<file path="src/rtl/store_merge_if.sv">
// Store request and data-RAM port bundle for store_merge_unit.
// master = requester/RAM side, slave = the merge unit.
interface store_merge_if #(
    parameter int unsigned ADDR_W = 32
);
    logic              req_valid;
    logic              req_ready;
    logic [ADDR_W-1:0] req_addr;
    logic [31:0]       req_data;
    logic [1:0]        req_op;
    logic              done;
    logic              err;
    logic [ADDR_W-1:0] mem_addr;
    logic              mem_rd_en;
    logic [31:0]       mem_rdata;
    logic              mem_wr_en;
    logic [31:0]       mem_wdata;

    modport master (
        output req_valid, req_addr, req_data, req_op, mem_rdata,
        input  req_ready, done, err, mem_addr, mem_rd_en, mem_wr_en, mem_wdata
    );

    modport slave (
        input  req_valid, req_addr, req_data, req_op, mem_rdata,
        output req_ready, done, err, mem_addr, mem_rd_en, mem_wr_en, mem_wdata
    );
endinterface

</file>
<file path="src/rtl/store_merge_unit.sv">
// SB/SH/SW executor for a word-wide RAM without byte strobes: read the old word,
// merge the store lanes, write the word back. Misaligned or reserved ops end in err.
module store_merge_unit #(
    parameter int unsigned ADDR_W = 32,
    parameter int unsigned RD_LAT = 1
) (
    input logic          clk,
    input logic          rst_n,
    store_merge_if.slave bus_io
);
    localparam int unsigned CntW = (RD_LAT > 1) ? $clog2(RD_LAT) : 1;
    localparam logic [CntW-1:0] CntInit = CntW'(RD_LAT - 1);
    localparam logic [CntW-1:0] CntOne  = CntW'(1);

    typedef enum logic [2:0] {StIdle, StRead, StWait, StWrite, StErr} state_e;

    state_e            state_q, state_d;
    logic              ready_q, ready_d;
    logic [ADDR_W-1:0] addr_q, addr_d;
    logic [31:0]       data_q, data_d;
    logic [1:0]        op_q, op_d;
    logic [CntW-1:0]   cnt_q, cnt_d;
    logic [31:0]       old_q, old_d;
    logic [31:0]       merged;
    logic [1:0]        off;
    logic [1:0]        req_off;
    logic              accept;

    assign off     = addr_q[1:0];
    assign req_off = bus_io.req_addr[1:0];
    assign accept  = bus_io.req_valid && ready_q;

    always_ff @(posedge clk or negedge rst_n) begin
        if (!rst_n) begin
            state_q <= StIdle;
            ready_q <= 1'b0;
            addr_q  <= '0;
            data_q  <= '0;
            op_q    <= '0;
            cnt_q   <= '0;
            old_q   <= '0;
        end else begin
            state_q <= state_d;
            ready_q <= ready_d;
            addr_q  <= addr_d;
            data_q  <= data_d;
            op_q    <= op_d;
            cnt_q   <= cnt_d;
            old_q   <= old_d;
        end
    end

    always_comb begin
        state_d = state_q;
        addr_d  = addr_q;
        data_d  = data_q;
        op_d    = op_q;
        cnt_d   = cnt_q;
        old_d   = old_q;
        unique case (state_q)
            StIdle: begin
                if (accept) begin
                    addr_d = bus_io.req_addr;
                    data_d = bus_io.req_data;
                    op_d   = bus_io.req_op;
                    case (bus_io.req_op)
                        2'b00:   state_d = StRead;
                        2'b01:   state_d = (req_off == 2'd3) ? StErr : StRead;
                        2'b10:   state_d = (req_off != 2'd0) ? StErr : StWrite;
                        default: state_d = StErr;
                    endcase
                end
            end
            StRead: begin
                cnt_d   = CntInit;
                state_d = StWait;
            end
            StWait: begin
                // Last wait cycle is exactly RD_LAT cycles after the read strobe.
                if (cnt_q == '0) begin
                    old_d   = bus_io.mem_rdata;
                    state_d = StWrite;
                end else begin
                    cnt_d = cnt_q - CntOne;
                end
            end
            StWrite: state_d = StIdle;
            StErr:   state_d = StIdle;
            default: state_d = StIdle;
        endcase
        ready_d = (state_d == StIdle);
    end

    always_comb begin
        merged = old_q;
        case (op_q)
            2'b00: begin
                case (off)
                    2'd0: merged[7:0]   = data_q[7:0];
                    2'd1: merged[15:8]  = data_q[7:0];
                    2'd2: merged[23:16] = data_q[7:0];
                    2'd3: merged[31:24] = data_q[7:0];
                    default: ;
                endcase
            end
            2'b01: begin
                case (off)
                    2'd0: merged[15:0]  = data_q[15:0];
                    2'd1: merged[23:8]  = data_q[15:0];
                    2'd2: merged[31:16] = data_q[15:0];
                    default: ;
                endcase
            end
            2'b10:   merged = data_q;
            default: ;
        endcase
    end

    always_comb begin
        bus_io.req_ready = ready_q;
        bus_io.mem_rd_en = (state_q == StRead);
        bus_io.mem_wr_en = (state_q == StWrite);
        bus_io.done      = (state_q == StWrite) || (state_q == StErr);
        bus_io.err       = (state_q == StErr);
        bus_io.mem_addr  = (state_q == StIdle) ? '0 : {addr_q[ADDR_W-1:2], 2'b00};
        bus_io.mem_wdata = (state_q == StWrite) ? merged : 32'h0;
    end
endmodule

</file>
<file path="src/flat_wrapper.sv">
// flat-port wrapper written by rule: the top's interface ports become plain ports
module store_merge_unit_flat 
#(
    parameter int unsigned ADDR_W = 32,
    parameter int unsigned RD_LAT = 1
)
  (clk, rst_n, bus_io_req_valid, bus_io_req_addr, bus_io_req_data, bus_io_req_op, bus_io_mem_rdata, bus_io_req_ready, bus_io_done, bus_io_err, bus_io_mem_addr, bus_io_mem_rd_en, bus_io_mem_wr_en, bus_io_mem_wdata);
  store_merge_if #(.ADDR_W(ADDR_W)) bus_io_i ();
  input logic clk;
  input logic rst_n;
  input wire logic [$bits(bus_io_i.req_valid)-1:0] bus_io_req_valid;
  input wire logic [$bits(bus_io_i.req_addr)-1:0] bus_io_req_addr;
  input wire logic [$bits(bus_io_i.req_data)-1:0] bus_io_req_data;
  input wire logic [$bits(bus_io_i.req_op)-1:0] bus_io_req_op;
  input wire logic [$bits(bus_io_i.mem_rdata)-1:0] bus_io_mem_rdata;
  output wire logic [$bits(bus_io_i.req_ready)-1:0] bus_io_req_ready;
  output wire logic [$bits(bus_io_i.done)-1:0] bus_io_done;
  output wire logic [$bits(bus_io_i.err)-1:0] bus_io_err;
  output wire logic [$bits(bus_io_i.mem_addr)-1:0] bus_io_mem_addr;
  output wire logic [$bits(bus_io_i.mem_rd_en)-1:0] bus_io_mem_rd_en;
  output wire logic [$bits(bus_io_i.mem_wr_en)-1:0] bus_io_mem_wr_en;
  output wire logic [$bits(bus_io_i.mem_wdata)-1:0] bus_io_mem_wdata;
  assign bus_io_i.req_valid = bus_io_req_valid;
  assign bus_io_i.req_addr = bus_io_req_addr;
  assign bus_io_i.req_data = bus_io_req_data;
  assign bus_io_i.req_op = bus_io_req_op;
  assign bus_io_i.mem_rdata = bus_io_mem_rdata;
  assign bus_io_req_ready = bus_io_i.req_ready;
  assign bus_io_done = bus_io_i.done;
  assign bus_io_err = bus_io_i.err;
  assign bus_io_mem_addr = bus_io_i.mem_addr;
  assign bus_io_mem_rd_en = bus_io_i.mem_rd_en;
  assign bus_io_mem_wr_en = bus_io_i.mem_wr_en;
  assign bus_io_mem_wdata = bus_io_i.mem_wdata;
  store_merge_unit #(.ADDR_W(ADDR_W), .RD_LAT(RD_LAT)) u_core (.clk(clk), .rst_n(rst_n), .bus_io(bus_io_i));
endmodule
</file>
<file path="config.mk">
export PLATFORM = sky130hd
export DESIGN_NAME = store_merge_unit_flat
export DESIGN_NICKNAME = d
export VERILOG_FILES = /design/src/rtl/store_merge_if.sv /design/src/rtl/store_merge_unit.sv /design/src/flat_wrapper.sv
export SDC_FILE = /design/constraint.sdc
export NUM_CORES = 1
export LEC_CHECK = 0
export BUFFER_PORTS_ARGS = -buffer_cell sky130_fd_sc_hd__buf_2
export CAP_MARGIN = 20
export CORE_MARGIN = 3
export CORE_UTILIZATION = 47
export DETAILED_ROUTE_END_ITERATION = 8
export GPL_ROUTABILITY_DRIVEN = 0
export PLACE_DENSITY = 0.77
export SYNTH_ARGS = -nofsm -noshare
export SYNTH_HDL_FRONTEND = slang
export SYNTH_SLANG_ARGS = --single-unit
export TNS_END_PERCENT = 50
</file>
<file path="constraint.sdc">
create_clock -name clk -period 1.9 [get_ports clk]
set_input_delay 0.19 -clock clk [delete_from_list [all_inputs] [get_ports clk]]
set_output_delay 0.19 -clock clk [all_outputs]
set_load 0.01 [all_outputs]
</file>
# After elaboration in Yosys (flattened, before gate mapping)
# Index checks and enable logic that the tools add are counted.
dict set report op_classes {
  n_addsub 1
  multipliers 0
  n_div 0
  n_lt_le_gt_ge 0
  n_eq_ne 12
  n_shift 0
  n_mux 18
  bitwise 1
  reduce_logical 11
}
# op count
set op_table {}
lappend op_table {{32-bit one-hot mux with 3 select lines} 1}
lappend op_table {{32-bit 2-to-1 mux} 2}
lappend op_table {{8-bit 2-to-1 mux} 5}
lappend op_table {{8-bit one-hot mux with 2 select lines} 2}
lappend op_table {{3-bit one-hot mux with 3 select lines} 2}
lappend op_table {{3-bit 2-to-1 mux} 4}
lappend op_table {{2-bit == test (second input constant)} 5}
lappend op_table {{2-bit by 1-bit == test with 1-bit output (second input constant)} 3}
lappend op_table {{3-bit by 2-bit == test with 1-bit output (second input constant)} 2}
lappend op_table {{2-bit zero test} 3}
lappend op_table {{3-bit zero test} 2}
lappend op_table {{2-bit AND reduction} 2}
lappend op_table {{2-bit nonzero test} 2}
lappend op_table {{3-bit by 1-bit == test with 1-bit output (second input constant)} 1}
lappend op_table {{3-bit == test (second input constant)} 1}
lappend op_table {{1-bit one-hot mux with 2 select lines} 1}
lappend op_table {{1-bit logical AND} 1}
lappend op_table {{1-bit logical OR} 1}
lappend op_table {{1-bit 2-to-1 mux} 1}
lappend op_table {{1-bit NOT} 1}
lappend op_table {{1-bit subtractor (second input constant)} 1}
dict set report word_totals {
  regBits 103
  latchBits 0
  ramBits 0
  rom_bits 0
  inputBits 101
  elab_cells 50
  mem_count 0
}

# Longest topological paths before layout
dict set report logic_depth {
  word_depth 6
  mapped_depth 7
}

# Least setup slack after synthesis
# OpenSTA, ideal clock, no wires.
dict set report synth_timing {
  path_kind {register -> output}
  from {reg u_core.addr_q[0]}
  to {out bus_io_mem_wdata[22]}
  t_arrival_ns 1.689
  required_time_ns 1.710
  slack_ns 0.021
  path_stages_with_launch 8
  path_buffers 2
  path_cell_list {dfrtp_1 inv_1 ha_1 clkbuf_1 clkbuf_1 nor2_1 a211oi_1 o221a_2}
}
dict set report synth_between {
  elab_chain_len 4
}
# item line_no
set synth_lines {}
lappend synth_lines {{start: declaration} store_merge_unit.sv:19} ;# logic [ADDR_W-1:0] addr_q, addr_d;
lappend synth_lines {{start signal: assignment} store_merge_unit.sv:45} ;# addr_q <= addr_d;
lappend synth_lines {{2-bit == test / 2-bit by 1-bit == test with 1-bit output (equally long branches)} {store_merge_unit.sv:98, store_merge_unit.sv:107}}
lappend synth_lines {{8-bit one-hot mux with 2 select lines / 8-bit 2-to-1 mux (equally long branches)} {store_merge_unit.sv:107, store_merge_unit.sv:98}}
lappend synth_lines {{32-bit one-hot mux with 3 select lines (*)} store_merge_unit.sv:96} ;# case (op_q)
lappend synth_lines {{32-bit 2-to-1 mux (*)} store_merge_unit.sv:126} ;# bus_io.mem_wdata = (state_q == StWrite) ? merged : 32'h0;
lappend synth_lines {{end: declaration} flat_wrapper.sv:22} ;# output wire logic [$bits(bus_io_i.mem_wdata)-1:0] bus_io_mem_wdata;
# Every way passes the cells marked *; elsewhere a longest branch is shown, timed or not.

# Final worst setup path
# Ends and elaborated chain as after synthesis.

==> impl_metrics.tcl <==
set metrics [dict create \
    cp_top_family "compound AO/OA/AOI/OAI gates" \
    utilization_pct 65.6 \
    hpwl_um 11600 \
    h-tree-depth 3 \
    violations "setup timing" \
    setup_slack_ps -327 \
    synthArstFlopShare_pct 100 \
    fin_cells 818 \
    cp_cell_sequence "buf_6 -> ha_4 -> buf_12 -> a22oi_1 -> a211oi_1 -> o221a_2 -> buf_6" \
    post-route-min-period_ps 2230 \
    critPathArrivalTime_ps 2040 \
    critPathSlowestCell "dfrtp_1" \
    setup_viol 32 \
    synth_edf_count 0 \
    critPathKind "flip-flop to output port" \
    top_layer "met5" \
    drc 0 \
    viasPerCell 5.86 \
    start_kind "flip-flop" \
    rsz0062_at_grt "true" \
    vdd_drop_max_mv 0.854 \
    ys_seq_area_share_pct 44.2 \
    ant_nets 0 \
    grt_max_degree 46 \
    holdWs_ps 48.2 \
    hold_violations 0 \
    synth_top_area_share_pct 44.2 \
    fp-row-count 39 \
    cp_max_fo 6 \
    synth_seq_cells 102 \
    hp-class "primary input to flip-flop" \
    wl_um 17000 \
    area_delta_synth_final_pct 32.9 \
    fp.coreArea_mm2 0.0117 \
    wl_per_cell_um 20.8 \
    crit_top_cell "buf_6" \
    drv_cap 0 \
    cts_made_buffers 9 \
    first_pass_iters 7 \
    overflow 0 \
    crit_required_ps 1710 \
    wl_met2_um 8290 \
    path_clk_slew_ps 60 \
    leakagePower_nw 3.55 \
    netlist_top_cells_count "dfrtp_1, mux2_4, nor2b_1" \
    end_kind "output port" \
    finalMaxSlewViolations 0 \
    post-place-cells 782 \
    fp.dieH_um 117 \
    ctsRootBufferMaster "clkbuf_16" \
    nets 777 \
    syn_inst 491 \
    grt_pass1_vias 4827 \
    r2r_slack_ps 140 \
    yosysWarningCount 0 \
    synth_top_flop_cell "dfrtp_1" \
    antenna_found_initial 1 \
    cts_tree "built" \
    p_per_area_mw_per_mm2 1910 \
    fmax_mhz 449 \
    crit_buf_inv 3 \
    critPathMaxStageDelay_ps 410 \
    grt_pass1_wl_um 25600 \
    synth_top_area_cell "dfrtp_1" \
    met1_length_um 6720 \
    die_w_um 117 \
    period_share_pct 117 \
    finClkSkew_ps 7.73 \
    drive_gt1_share_pct 56.1 \
    outcome "finished, violations left" \
    wl_met3_um 1520 \
    synth.distinct_cells 39 \
    ios 170 \
    cts.path.max_buffers 2 \
    cts.sinks 102 \
    syn_avg_cell_area_um2 11.8 \
    syn_area_mm2 0.00578 \
    track_usage_pct 24.6 \
    place.port_buffers 167 \
    routed-via-count 4796 \
    synth.most_common_cell "dfrtp_1" \
    synth_area_leaders "dfrtp_1, mux2_4, mux2_2" \
    dr.first_iter.drc_count 334 \
    n_antenna_cell 0 \
    initial_core_util_pct 49.4 \
    worst_skew_pair.late_latency_ps 350 \
    die-area_mm2 0.0137 \
]
-- final cells by class --
cell class | instances | area (µm²)
Multi-Input combinational cell | 335 | 3140
Timing Repair Buffer | 213 | 1460
Clock inverter | 4 | 72.6
Tap cell | 143 | 179
Inverter | 11 | 41.3
Sequential cell | 102 | 2560
Clock buffer | 10 | 239
Fill cell | 894 | 4030
-- worst reg2reg max path, cell delays in order, from the launching register on --
cell and delay [ps]:
dfrtp_1 490, nor3_4 250, and3_4 350, buf_12 220, mux2_4 320
-- layout by cell type (no fill, tap or decap), types with 17 or more instances in the layout --
cell | Yosys | final
a211oi_2 | 0 | 17
a21oi_1 | 17 | 17
buf_2 | 12 | 158
buf_4 | 3 | 24
dfrtp_1 | 102 | 98
mux2_2 | 32 | 32
mux2_4 | 58 | 58
nand3_1 | 17 | 17
nor2b_1 | 48 | 44
o21ai_0 | 33 | 23
-- cells by family after synthesis --
| logic type | count (synthesis) | share of synthesized area [%] |
|---|---|---|
| compound gates | 119 | 14.1 |
| fa+ha+maj | 4 | 0.866 |
| buf+inv | 55 | 6.13 |
| flops | 102 | 44.2 |
| mux | 106 | 24.1 |
| other cells | 1 | 0.0649 |
| simple gates | 104 | 10.6 |
-- repair_timing --
item | 4_1_cts | 5_1_grt
hold buffers | 1 | 0
endpoints found under the hold margin | 32 | 0
gates resized for setup | 56 | 36
pin swaps | 42 | 19
setup endpoints to repair | 33 | 34
setup buffers | 10 | 9
cloned | 3 | 1
-- worst paths after layout --
path | from | endpoint | cells after the start
max in group asynchronous | rst_n | u_core.addr_q[21]$_DFFE_PN0P_ | 3
worst max-delay path | u_core.addr_q[0]$_DFFE_PN0P_ | bus_io_mem_wdata[22] | 7
worst min register to register | u_core.addr_q[4]$_DFFE_PN0P_ | u_core.addr_q[4]$_DFFE_PN0P_ | 1
worst max register to register | u_core.state_q[1]$_DFF_PN0_ | u_core.data_q[13]$_DFFE_PN0P_ | 4
min in group asynchronous | rst_n | u_core.data_q[24]$_DFFE_PN0P_ | 2
worst min-delay path | bus_io_mem_rdata[10] | u_core.old_q[10]$_DFFE_PN0P_ | 3
-- per-layer routing --
layer	up-vias	GRT usage, %
li1	2154	-
met1	2332	30.8
met2	267	40.3
met3	41	7.56
met4	2	8.94
met5	-	0
-- registers in the layout, indices dropped and copies added (netlist names) --
signal and cells:
u_core.addr_q 32, u_core.bus_io.req_ready 1, u_core.data_q 32, u_core.old_q 32, u_core.op_q 2, u_core.state_q 3
-- report_power, final --
part | internal, mW | switching (mW)
logic | 4.40 | 3.77
registers | 3.29 | 1.28
clock network | 1.17 | 0.790
-- per-stage QoR --
step                setup slack (ps)  power [mW]  setup TNS [ps]  area, µm²
floorplan                       21.4        8.99               0       5780
global placement                16.9        10.8               0       6780
detailed placement             -82.0        11.1            -234       6780
CTS                             -280        14.0           -5900       7480
global route                    -378        15.5           -9300       7680
finish                          -327        14.7           -6500       7680
No activity file was read; power rests on OpenSTA's default activity.
